### src/rtl/mul_pkg.sv
// Shared types and widths for the radix-16 Booth multiplier job sequencer.
package mul_pkg;
  localparam int A_W   = 8;
  localparam int B_W   = 8;
  localparam int P_W   = 16;
  localparam int M3_W  = 10;
  localparam int M5_W  = 11;
  localparam int M7_W  = 11;
  localparam int IDX_W = 8;
  localparam int ACC_W = 24;

  typedef enum logic [1:0] {IDLE, PRECOMP, STREAM, DRAIN} sched_state_e;

  typedef struct packed {
    logic             valid;
    logic [IDX_W-1:0] idx;
  } token_t;
endpackage

### src/rtl/mul_multiples.sv
// Odd-multiple registers (1X/3X/5X/7X) of the multiplicand, loaded once per job.
module mul_multiples
  import mul_pkg::*;
(
  input  logic            clk,
  input  logic            rst,
  input  logic            load,
  input  logic [A_W-1:0]  a,
  output logic [A_W-1:0]  d1X,
  output logic [M3_W-1:0] d3X,
  output logic [M5_W-1:0] d5X,
  output logic [M7_W-1:0] d7X
);
  always_ff @(posedge clk or posedge rst) begin
    if (rst) begin
      d1X <= '0;
      d3X <= '0;
      d5X <= '0;
      d7X <= '0;
    end else if (load) begin
      d1X <= a;
      d3X <= {2'b0, a} + {1'b0, a, 1'b0};
      d5X <= {3'b0, a} + {1'b0, a, 2'b0};
      // 8A never underflows against A, so the 11-bit difference is exact
      d7X <= {a, 3'b0} - {3'b0, a};
    end
  end
endmodule

### src/rtl/mul_sched.sv
// Job sequencer for the radix-16 Booth multiplier: precomputes multiples, streams B, tags products.
// Optional running accumulator output oAcc when MUL_SCHED_ACC_EN is defined.
module mul_sched
  import mul_pkg::*;
#(
  parameter int MUL_LAT = 3
) (
  input  logic             clk,
  input  logic             rst,
  input  logic             iStart,
  input  logic [A_W-1:0]   iA,
  input  logic [IDX_W-1:0] iLen,
  output logic             oBusy,
  input  logic             iBValid,
  input  logic [B_W-1:0]   iB,
  output logic             oBReady,
  output logic [B_W-1:0]   oMulDat,
  output logic [A_W-1:0]   oDat1X,
  output logic [M3_W-1:0]  oDat3X,
  output logic [M5_W-1:0]  oDat5X,
  output logic [M7_W-1:0]  oDat7X,
  input  logic [P_W-1:0]   iMulProd,
  output logic             oValid,
  output logic [P_W-1:0]   oProd,
  output logic [IDX_W-1:0] oIdx,
  output logic             oDone
`ifdef MUL_SCHED_ACC_EN
  , output logic signed [ACC_W-1:0] oAcc
`endif
);
  sched_state_e state, stateNxt;
  logic [A_W-1:0]   aQ;
  logic [IDX_W-1:0] lenQ, issueCnt;
  logic             accept, startAcc;
  // [0] rides with oMulDat; [1..MUL_LAT] track the multiplier's registers
  token_t [MUL_LAT:0] vldPipe;

  assign startAcc = (state == IDLE) && iStart;
  assign oBReady  = (state == STREAM);
  assign oBusy    = (state != IDLE);
  assign accept   = iBValid && oBReady;
  assign oValid   = vldPipe[MUL_LAT].valid;
  assign oIdx     = vldPipe[MUL_LAT].idx;
  assign oProd    = iMulProd;
  assign oDone    = (state == DRAIN) && vldPipe[MUL_LAT].valid && (vldPipe[MUL_LAT].idx == lenQ);

  always_ff @(posedge clk or posedge rst) begin
    if (rst) state <= IDLE;
    else     state <= stateNxt;
  end

  always_comb begin
    stateNxt = state;
    case (state)
      IDLE:    if (startAcc) stateNxt = PRECOMP;
      PRECOMP: stateNxt = STREAM;
      STREAM:  if (accept && issueCnt == lenQ) stateNxt = DRAIN;
      DRAIN:   if (oDone) stateNxt = IDLE;
      default: stateNxt = IDLE;
    endcase
  end

  always_ff @(posedge clk or posedge rst) begin
    if (rst) begin
      aQ       <= '0;
      lenQ     <= '0;
      issueCnt <= '0;
      oMulDat  <= '0;
      vldPipe  <= '0;
    end else begin
      if (startAcc) begin
        aQ   <= iA;
        lenQ <= iLen;
      end
      if (state == PRECOMP) issueCnt <= '0;
      else if (accept)      issueCnt <= issueCnt + 1'b1;
      if (accept) oMulDat <= iB;
      vldPipe[0] <= '{valid: accept, idx: issueCnt};
      for (int i = 1; i <= MUL_LAT; i++) vldPipe[i] <= vldPipe[i-1];
    end
  end

  mul_multiples uMult (
    .clk  (clk),
    .rst  (rst),
    .load (state == PRECOMP),
    .a    (aQ),
    .d1X  (oDat1X),
    .d3X  (oDat3X),
    .d5X  (oDat5X),
    .d7X  (oDat7X)
  );

`ifdef MUL_SCHED_ACC_EN
  logic signed [ACC_W-1:0] accQ, prodExt;
  assign prodExt = {{(ACC_W-P_W){oProd[P_W-1]}}, oProd};
  // Current product folded in combinationally so the final sum is visible with oDone
  assign oAcc    = accQ + (oValid ? prodExt : '0);

  always_ff @(posedge clk or posedge rst) begin
    if (rst)           accQ <= '0;
    else if (startAcc) accQ <= '0;
    else if (oValid)   accQ <= accQ + prodExt;
  end
`endif
endmodule

### config.mk
export PLATFORM = sky130hd
export DESIGN_NAME = mul_sched
export DESIGN_NICKNAME = d
export VERILOG_FILES = /design/src/rtl/mul_pkg.sv /design/src/rtl/mul_multiples.sv /design/src/rtl/mul_sched.sv
export SDC_FILE = /design/constraint.sdc
export NUM_CORES = 1
export LEC_CHECK = 0
export CAP_MARGIN = 30
export CORE_MARGIN = 2
export CORE_UTILIZATION = 45
export CTS_BUF_LIST = sky130_fd_sc_hd__clkbuf_8 sky130_fd_sc_hd__clkbuf_16
export CTS_CLUSTER_DIAMETER = 150
export DETAILED_ROUTE_END_ITERATION = 7
export GPL_TIMING_DRIVEN = 0
export PLACE_DENSITY = 0.76
export RECOVER_POWER = 50
export SYNTH_ARGS = -nofsm -noshare
export SYNTH_HDL_FRONTEND = slang
export SYNTH_HIERARCHICAL = 1
export SYNTH_SLANG_ARGS = --single-unit
### constraint.sdc
create_clock -name clk -period 2.1 [get_ports clk]
set_input_delay 0.42 -clock clk [delete_from_list [all_inputs] [get_ports clk]]
set_output_delay 0.42 -clock clk [all_outputs]
set_load 0.005 [all_outputs]
# After elaboration in Yosys (flattened, before gate mapping)
# Cells that the tools add are included.
[totals]
output_inout_bits = 76
inputBits = 44
reg_bits = 110
word_cells = 44
[classes]
n_eq_ne = 8
add_sub_neg = 4
n_reduce_logical = 9
n_mux = 6
[op_table]
columns = ["cell", "count"]
rows = [
  ["8-bit equality test", 2],
  ["8-bit two-way mux", 2],
  ["8-bit by 10-bit adder with 11-bit output", 1],
  ["11-bit by 8-bit subtractor with 11-bit output", 1],
  ["8-bit by 9-bit adder with 10-bit output", 1],
  ["8-bit by 1-bit adder with 8-bit output, second input constant", 1],
  ["2-bit case mux with 4 select lines", 1],
  ["2-bit two-way mux", 3],
  ["1-bit logical AND", 5],
  ["2-bit equality test, second input constant", 2],
  ["2-bit inequality test, second input constant", 2],
  ["2-bit nonzero test", 2],
  ["3-bit AND reduction", 1],
  ["2-bit by 1-bit equality test with 1-bit output, second input constant", 1],
  ["2-bit zero test", 1],
  ["2-bit by 1-bit inequality test with 1-bit output, second input constant", 1],
]

# Logic depth before layout (Yosys ltp)
# Gate-level depths: netlist of run 1.
[logic_depth]
depth_word = 5
depth_mapped = 9
depth_no_buf = 8

# Cells and area by module
# Netlist of run 1, hierarchy kept.
[modules_own_cells]
columns = ["mod", "cells_per_inst", "area_each_um2", "seq_area_each_um2", "n_inst"]
rows = [
  ["mul_sched", 205, 2692.6, 1751.7, 1],
  ["mul_multiples", 228, 2293.4, 875.8, 1],
]

# Least setup slack after synthesis of run 1
# Ideal clock, no wire load.
[synth_path]
path_type = "flip-flop to flip-flop"
from = "register aQ[1]"
to = "register uMult.d3X[9]"
period_less_slack_ps = 2096
setup_time_ps = 126
setup_slack_ps = 4
required_time_ps = 1974
path_stages_with_launch = 7
n_path_buf = 0
arrival_ps = 1970
cell_sequence = "dfrtp_1 -> ha_1 -> fa_1 -> a21o_1 -> a311o_1 -> a211oi_1 -> nor3_1"
[synth_between]
elab_chain_len = 1
[synth_rtl]
columns = ["item", "line_no", "source"]
rows = [
  ["start, declared", "mul_sched.sv:32", "logic [A_W-1:0] aQ;"],
  ["start signal, assigned", "mul_sched.sv:72", "aQ <= iA;"],
  ["8-bit by 9-bit adder with 10-bit output", "mul_multiples.sv:22", "d3X <= {2'b0, a} + {1'b0, a, 1'b0};"],
  ["end signal, assigned", "mul_multiples.sv:22", ""],
  ["end, declared", "mul_multiples.sv:10", "output logic [M3_W-1:0] d3X,"],
]
# No other way between the ends.
# A chain may end at the register's enable or synchronous reset.

# Final worst setup path of run 1
[layout_path]
from = "register lenQ[3]"
to = "output oDone"
[layout_between]
elab_chain_len = 2
[layout_rtl]
columns = ["item", "line_no", "source"]
rows = [
  ["start, declared", "mul_sched.sv:33", "logic [IDX_W-1:0] lenQ, issueCnt;"],
  ["start signal, assigned", "mul_sched.sv:73", "lenQ <= iLen;"],
  ["8-bit equality test", "mul_sched.sv:45", "assign oDone = (state == DRAIN) && vldPipe[MUL_LAT].valid && (vldPipe[MUL_LAT].idx == lenQ);"],
  ["1-bit logical AND", "mul_sched.sv:45", ""],
  ["end, declared", "mul_sched.sv:26", "output logic oDone"],
]
# No other way between the ends.

==> results.toml, run 1 <==
[run_status]
status = "finished, violations left"
violations = "setup timing"

[timing]
finalSetupTns_ns = -0.03176
whs_ns = 0.3558
slew_viol_final = 0
relSlewSlack_pct = 2.250
fin_crit_ns = 2.132
setup_viol = 1
max_freq_mhz = 469.1
hold_viol_final = 0
post-route-period-util_pct = 101.5
final.setup_skew_ns = 0.01580
grt_setup_unrepaired = "yes"
worstMarginPinSlew_ns = 1.458
fin_ws_ns = -0.03176

[clocking]
postCtsHoldBufs = 0
tritoncts = "yes"
root_buffer = "clkbuf_8"
clk_latency_ns = 0.37
path_clk_slew_ns = 0.10
clock-sinks = 105
numCtsBuffers = 9
clockBufferDepth = 2
htree_levels = 3

[floorplanning]
die_w_um = 109.3
dieArea_um2 = 11940
io_pins = 120
core-area_um2 = 10840
rows = 38
die_h_um = 109.3
start_util_pct = 45.99

[cells_and_area]
area_delta_synth_final_pct = 32.52
final_common_cell = "clkdlybuf4s50_1"
nFillCells = 903
nNetsFinal = 638
fin_area_um2 = 6608
num_antenna_cells = 0
drive_gt1_share_pct = 22.46
final_cell_mix = "99 x clkdlybuf4s50_1, 97 x dfrtp_1, 47 x buf_4"

[routing]
wl_per_cell_um = 16.02
drcViolationCount = 0
drtIter0Drc = 118
vias = 3770
routed_wl_um = 11370
vias_per_cell = 5.310
dr.pass1.iters = 5
ant_nets = 0

[logic_synthesis]
syn-instance-count = 433
ys_seq_area_share_pct = 52.70
synth_area_per_cell_um2 = 11.52
postSynthRegisterBits = 105
syn-cell-area_um2 = 4986
ys.flop_type = "dfrtp_1"
synth_edf_count = 0
ys_warn_count = 6
synth_nets = 506
async_reset_ff_share_pct = 100.0
yosysUniqueCellTypes = 52

[setup_path]
rr_startpoint = "aQ[1]"
crit_path_max_fanout = 2
arrival_ns = 1.71
cp.required_ns = 1.68
crit_start = "lenQ[3]"
crit_type = "flip-flop to output pin"
start_kind = "flip-flop"
end_kind = "output pin"

[global_route]
grt_use_total_pct = 19.45
antenna_found_initial = 0
grt_remaining_overflow = 0
grt_pass1_vias = 3699
grt_pass1_wl_um = 17860
grt_max_degree = 40

[min_path]
hp-start = "vldPipe[2]"
hp-class = "flip-flop to flip-flop"

[placement]
portBuffers = 103
dp_hpwl_um = 8218
place_congestion = 0.8783
placed_area_um2 = 6243

[pwr]
p_leak_nw = 2.963
power.total_mw = 10.35
ir_worst_vdd_v = 0.0007576
p_per_area_nw_per_um2 = 1566

[job]
cap_violations = 0
==> metal layers <==
metal / part of all wire (%) / up-vias / global-route usage (%) / wire length (um)
met3: 5.7 / 24 / 4.423 / 645
met4: 1.9 / 0 / 7.595 / 221
met5: 0 / - / 0 / 0
li1: - / 1753 / - / -
met1: 42 / 1839 / 23.96 / 4734
met2: 51 / 154 / 33.19 / 5773
==> area by class of cell <==
type                            instances  area, um2  share of cell area, %
Timing Repair Buffer                  121       1174                  17.76
Inverter                               21      80.08                  1.212
Sequential cell                       105       2638                  39.92
Clock buffer                           10      137.6                  2.083
Buffer                                 39      269.0                  4.071
Tap cell                              140      175.2                  2.651
Multi-Input combinational cell        268       2085                  31.55
Clock inverter                          6      50.05                 0.7574
==> registers in the layout, indices dropped and copies added, names as in the netlist <==
name       flops
oValid         1
oMulDat        8
state          2
issueCnt       8
uMult/d7X     10
uMult/d1X      8
uMult/d3X      8
uMult/d5X      9
lenQ           8
oIdx           8
vldPipe       27
aQ             8
==> through the flow <==
step | setup WS, ns | std cells | utilization, %
finish | -0.03176 | 710 | 60.95
CTS | -0.07095 | 704 | 60.18
floorplan | 0.003967 | 433 | -
detailed placement | -0.2494 | 678 | 57.59
global route | -0.1299 | 710 | 60.95
global placement | -0.1840 | 676 | 57.16
==> cells in the mapped netlist (10+ instances only) <==
cell type  instances  share of area [%]
a211oi_1          11                1.7
a21oi_1           10                1.0
buf_4             31                4.7
dfrtp_1          105                 53
ha_1              27                6.8
inv_1             19                1.4
mux2_2            30                6.8
nand2_1           42                3.2
nor2_1            26                2.0
o21ai_0           13                1.3
xnor2_1           24                4.2
==> worst paths after layout <==
check / to / slack, ns / cells past startpoint
setup / recovery: oDone / -0.03 / 4
hold / removal: vldPipe[11] / 0.36 / 0
min in group asynchronous: uMult/d5X[3] / 0.63 / 2
hold reg to reg: vldPipe[11] / 0.36 / 0
max in group asynchronous: aQ[4] / 0.44 / 3
setup reg to reg: uMult/d7X[10] / 0.02 / 6
==> worst max-delay path: stages, from the launching register on <==
cell	delay, ns
dfrtp_1	0.41
xnor2_1	0.20
nand4_1	0.19
nor4_2	0.37
buf_2	0.18
==> logic make-up (layout without fill, tap and decap cells) <==
group	after synthesis	in the layout	share of synthesized area (%)
AO/OA/AOI/OAI	71	71	10.39
XOR/XNOR	30	30	5.270
adder cells (fa/ha/maj)	29	29	7.578
buffers and inverters	60	197	6.951
flip-flops	105	105	52.70
multiplexers	31	31	7.076
AND/OR/NAND/NOR	107	107	10.04
==> power by group <==
group / switching [mW] / internal [mW]
registers: 0.611 / 2.76
clock network: 0.718 / 0.481
logic: 2.70 / 3.07
==> timing repair <==
item	in CTS	in global routing
pin swaps	4	5
endpoints found under the hold margin	0	0
gates resized for setup	14	18
setup endpoints to repair	11	12
buffers inserted	10	6
(Power assumes the default switching activity.)
==> run 2, diff against run 1 <==
CORE_UTILIZATION = 50   (was 45)
PLACE_DENSITY = 0.8   (was 0.76)
clock period = 2.15 ns   (was 2.1 ns; I/O delays follow)
==> run 2 against run 1 <==
  * Final cell count down 1.4%
  * Power down 1.1%
  * Count of clock-buffer cells in the layout down 1
  * Utilization up 7.2 points
  * Via count down 2.1%
  * Setup slack better by 0.041 ns
  * The flow now finishes without violations
  * Final area up 0.32%
  * Sequential power down 1%
  * Sequential share of layout area down 0.13 points
  * Highest routed layer unchanged
  * Largest power group unchanged
  * Die area down 9.6%
==> results.toml, run 2 (synthesized netlist as in run 1, its figures left out) <==
[setup_path]
start_kind = "flip-flop"
rr_worst_depth = 9
cp_slowest_stage_delay_ns = 0.44
worst_r2r_endpoint = "state[1]"
cp.required_ns = 1.72
crit_path_max_fanout = 2
crit_type = "flip-flop to output pin"
r2r_slack_ns = 0.04
path_cells = "xnor2_2 > nand4_1 > nor4_2 > buf_2"
arrival_ns = 1.71
cp_slowest_cell = "dfrtp_1"
rr_startpoint = "oIdx[3]"
end_kind = "output pin"

[routing]
wl_per_cell_um = 16.23
vias = 3691
dr.pass1.iters = 4
ant_nets = 0
routed_wl_um = 11360
drtIter0Drc = 239
drcViolationCount = 0
vias_per_cell = 5.273

[timing]
finalSetupTns_ns = 0
relSlewSlack_pct = 7.903
fin_crit_ns = 2.140
grt_setup_unrepaired = "yes"
slew_viol_final = 0
final.setup_skew_ns = 0.01247
fin_ws_ns = 0.009690
setup_viol = 0
post-route-period-util_pct = 99.55
max_freq_mhz = 467.2
whs_ns = 0.3529
hold_viol_final = 0
worstMarginPinSlew_ns = 1.374

[job]
cap_violations = 0

[clocking]
clockBufferDepth = 2
htree_levels = 3
numCtsBuffers = 9
postCtsHoldBufs = 0
clk_latency_ns = 0.37
tritoncts = "yes"
root_buffer = "clkbuf_8"
clock-sinks = 105
path_clk_slew_ns = 0.10

[global_route]
antenna_found_initial = 0
grt_pass1_wl_um = 18280
grt_use_total_pct = 21.32
grt_remaining_overflow = 0
grt_pass1_vias = 3711
grt_max_degree = 42

[cells_and_area]
regArea_um2 = 2638
multi_input_area_um2 = 2092
drive_gt1_share_pct = 21.69
largest_register_ffs = 27
top_register = "vldPipe"
final_cell_mix = "99 x clkdlybuf4s50_1, 97 x dfrtp_1, 42 x nand2_1"
reg_top3 = "vldPipe (27), uMult/d7X (10), uMult/d5X (9)"
nNetsFinal = 635
fin_util_pct = 68.13
num_antenna_cells = 0
final_common_cell = "clkdlybuf4s50_1"
nFillCells = 718
area_delta_synth_final_pct = 32.95

[floorplanning]
dieArea_um2 = 10790
die_h_um = 103.9
rows = 36
core-area_um2 = 9729
start_util_pct = 51.25
io_pins = 120
die_w_um = 103.9

[min_path]
holdPathEnd = "vldPipe[9]"
hp-start = "vldPipe[0]"
hp-class = "flip-flop to flip-flop"
holdPathStages = 0

[placement]
place_ws_ns = -0.2257
portBuffers = 103
place_congestion = 0.8094
dp_hpwl_um = 8155

[pwr]
ir_worst_vdd_v = 0.0006792
power.total_mw = 10.24
p_per_area_nw_per_um2 = 1544
p_leak_nw = 2.976

[run_status]
status = "finished, final reports clean"
-- run 2: cell types whose count changed in the layout (fill, tap and decap cells not counted), moves of 2 or more --
| cell | delta |
|---|---|
| buf_4 | -6 |
| buf_6 | +3 |
| bufinv_16 | +2 |
| clkbuf_2 | -2 |
| xnor2_1 | -2 |
| xnor2_2 | +2 |
-- run 2: how the worst max path moves through the flow --
stage	start	endpoint	slack [ns]	cells past startpoint
after detailed placement	aQ[1]	uMult/d3X[9]	-0.23	6
after global routing	oIdx[3]	oDone	-0.07	4
after CTS	oIdx[2]	state[1]	0.0007	9
after floorplan	aQ[1]	uMult/d3X[9]	0.05	6
after global placement	aQ[1]	uMult/d3X[9]	-0.12	6
final	oIdx[3]	oDone	0.01	4
-- run 2: through the flow --
step                      cell area, um2  cells
after floorplan                     4990    433
after global placement              6187    669
after detailed placement            6235    671
after CTS                           6545    696
after global routing                6629    700
final                               6629    700
-- run 2: layout make-up --
class,count,share of cell area (%)
Timing Repair Buffer,118,17.61
Clock inverter,7,1.416
Multi-Input combinational cell,268,31.56
Sequential cell,105,39.79
Tap cell,133,2.510
Inverter,21,1.208
Buffer,39,4.039
Clock buffer,9,1.869
-- run 2: layer usage --
layer / vias to the layer above / share of wire [%] / global-route usage (%)
li1: 1741 / - / -
met1: 1794 / 40 / 25.94
met2: 143 / 53 / 37.17
met3: 13 / 6.4 / 5.764
met4: 0 / 1.3 / 6.371
met5: - / 0 / 0
-- run 2: report_power, final --
| group | internal (mW) | switching (mW) | total (mW) | leakage (nW) |
|---|---|---|---|---|
| clock | 0.656 | 0.659 | 1.31 | 0.111 |
| combinational | 2.97 | 2.62 | 5.59 | 1.54 |
| sequential | 2.70 | 0.628 | 3.33 | 1.33 |
-- run 2: worst max-delay path: cells and delay by family, from the launching register on --
kind | cells | cell delay, ns
DFF | 1 | 0.44
xor gates and xnor gates | 1 | 0.19
buffers and inverters | 1 | 0.17
and+or+nand+nor | 2 | 0.56
-- run 2: timing repair --
| item | in CTS | in global routing |
|---|---|---|
| setup buffers | 9 | 4 |
| pin swaps | 3 | 5 |
| setup endpoints to repair | 7 | 13 |
| resized for setup | 12 | 19 |
==> run 3, diff against run 2 <==
CTS_BUF_LIST = unset   (was sky130_fd_sc_hd__clkbuf_8 sky130_fd_sc_hd__clkbuf_16)
PLACE_DENSITY = 0.81   (was 0.8)
SYNTH_HIERARCHICAL = unset   (was 1)
==> run 3 against run 2 <==
  * Sequential power is 2% lower
  * Combinational power down 5.0%
  * Hold slack improved by 0.0021 ns
  * Highest routed layer unchanged
  * Sequential share of layout area grew 0.39 points
  * Largest cell class unchanged
  * Non-clock buffer count up 1
  * Wire length is 7.3% lower
  * Critical endpoint is now oBReady
  * Global-route usage is 0.63 points lower
==> results.toml, run 3 <==
[min_path]
hp-class = "flip-flop to flip-flop"
hp-start = "vldPipe[0]"
holdPathStages = 0
holdPathEnd = "vldPipe[9]"

[cells_and_area]
reg_top3 = "vldPipe (27), uMult.d7X (11), uMult.d5X (10)"
num_antenna_cells = 0
final_cell_mix = "99 x dfrtp_1, 99 x clkdlybuf4s50_1, 43 x buf_4"
area_delta_synth_final_pct = 32.72
fin_util_pct = 67.71
nFillCells = 722
nNetsFinal = 613
largest_register_ffs = 27
drive_gt1_share_pct = 24.45
top_register = "vldPipe"

[pwr]
p_int_mw = 6.207
pwr-share-seq_pct = 33.2
p_sw_mw = 3.658
power.share.clock_pct = 13.0
p_leak_nw = 2.978
power_frac_comb_pct = 53.8
power.total_mw = 9.865
ir_worst_vdd_v = 0.0007661
switching_share_pct = 37.08
p_per_area_nw_per_um2 = 1504

[logic_synthesis]
postSynthRegisterBits = 105
async_reset_ff_share_pct = 100.0
synth_area_leaders = "dfrtp_1 53%, mux2_2 9.1%, ha_1 7.1%"
synth.most_common_cell = "dfrtp_1"
ys.flop_type = "dfrtp_1"
synth_area_per_cell_um2 = 12.11
ys_top_cells_by_count = "105 x dfrtp_1, 40 x mux2_2, 29 x buf_4"
ys_seq_area_share_pct = 53.18
yosys.area.top_type = "dfrtp_1"
ys_warn_count = 0
syn-cell-area_um2 = 4941
synth_nets = 482
synth_top_area_share_pct = 53.18
syn-instance-count = 408
yosysUniqueCellTypes = 48
synth_edf_count = 0

[placement]
portBuffers = 103
place_ws_ns = -0.09013
dp_hpwl_um = 7865
place_congestion = 0.8701

[timing]
worstMarginPinSlew_ns = 1.306
slew_viol_final = 0
fin_crit_ns = 2.084
relSlewSlack_pct = 12.45
fin_ws_ns = 0.06616
setup_viol = 0
whs_ns = 0.3550
final.setup_skew_ns = 0.01247
hold_viol_final = 0
max_freq_mhz = 479.9
post-route-period-util_pct = 96.92

[floorplanning]
die_h_um = 103.4
rows = 36
die_w_um = 103.4
start_util_pct = 51.02
io_pins = 120
core-area_um2 = 9684
dieArea_um2 = 10690

[clocking]
tritoncts = "yes"
clock-sinks = 105
path_clk_slew_ns = 0.10
htree_levels = 3
clockBufferDepth = 2
postCtsHoldBufs = 0
clk_latency_ns = 0.38
root_buffer = "clkbuf_8"
numCtsBuffers = 9

[routing]
dr.pass1.iters = 6
drcViolationCount = 0
drtIter0Drc = 125
vias = 3496
wl_per_cell_um = 15.56
vias_per_cell = 5.164
ant_nets = 0
routed_wl_um = 10540

[setup_path]
end_kind = "output pin"
arrival_ns = 1.65
cp_slowest_stage_delay_ns = 0.52
start_kind = "flip-flop"
worst_r2r_endpoint = "uMult.d3X[7]"
cp_slowest_cell = "clkdlybuf4s50_1"
rr_worst_depth = 7
rr_startpoint = "aQ[0]"
cp.required_ns = 1.72
r2r_slack_ns = 0.12
crit_path_max_fanout = 4
path_cells = "inv_1 > ha_2 > clkdlybuf4s50_1"
crit_type = "flip-flop to output pin"

[global_route]
grt_remaining_overflow = 0
grt_pass1_vias = 3457
antenna_found_initial = 0
grt_pass1_wl_um = 16570
grt_use_total_pct = 20.69
grt_max_degree = 29

[job]
cap_violations = 0

[run_status]
status = "finished, final reports clean"
==> run 3: cell types whose count changed in the layout (fill, tap and decap cells not counted), moves of 4 or more <==
cell	change
a211oi_1	-6
a21o_1	+6
mux2_2	+10
nand2_1	-24
nand3_1	+5
nor2_1	-4
o21ai_0	-6
or3_1	-4
==> run 3: repair_timing <==
item                       CTS  global route
pin swaps                    3             4
resized for setup           10            15
setup buffers               11             3
setup endpoints to repair    8            26
==> run 3: per-stage QoR <==
step | cell area [um2] | TNS [ns] | cells
2_1_floorplan | 4945 | 0 | 408
3_3_place_gp | 6142 | -53.71 | 644
3_5_place_dp | 6210 | -0.2898 | 647
4_1_cts | 6524 | 0 | 674
5_1_grt | 6558 | -0.02089 | 677
6_report | 6558 | 0 | 677
==> run 3: kinds of logic (layout without fill, tap and decap cells) <==
group / count (synthesis) / in the layout / synth area share (%)
flops: 105 / 105 / 53.18
simple gates: 77 / 77 / 7.597
compound gates: 66 / 66 / 9.775
buf+inv: 58 / 194 / 6.736
mux: 41 / 41 / 9.319
xor+xnor: 31 / 31 / 5.495
fa+ha+maj: 30 / 30 / 7.901
==> run 3: layout make-up <==
type	instances	area (um2)	share of cell area, %
repair buffers	120	1190	18.15
flip-flops and latches	105	2635	40.18
clock buffers	10	137.6	2.099
multi-input cells	245	2019	30.80
clock inverters	6	72.57	1.107
well taps	133	166.4	2.538
plain buffers	38	260.3	3.969
inverters	20	76.32	1.164
==> run 3: power groups by stage <==
stage	combinational, mW	sequential, mW	clock, mW
final	5.31	3.28	1.28
after global routing	5.82	3.38	1.39
after CTS	5.23	3.28	1.31
after detailed placement	4.92	3.37	0
after global placement	4.71	3.34	0
after floorplan	3.12	3.23	0
==> run 3: worst max-delay path by stage <==
stage,startpoint,to,slack (ns),cells after the start
after floorplan,aQ[2],uMult.d5X[8],0.14,7
after global placement,rst,aQ[6],-0.51,2
after detailed placement,aQ[2],uMult.d5X[8],-0.09,7
after CTS,state[0],oBusy,0.008,4
after global routing,state[0],oBusy,-0.02,4
final,state[0],oBReady,0.07,3
==> run 3: routing by layer <==
metal / vias to the layer above / part of all wire, % / global-route usage [%]
met3: 15 / 6.9 / 5.040
met1: 1699 / 44 / 26.84
met4: 0 / 1.9 / 8.198
met2: 132 / 47 / 33.65
li1: 1650 / - / -
met5: - / 0 / 0
==> run 3: worst max-delay path, delay by kind of cell (launching register included) <==
family                     cells  cell delay (ns)
adders and majority gates      1             0.23
buffers and inverters          2             0.63
DFF                            1             0.42
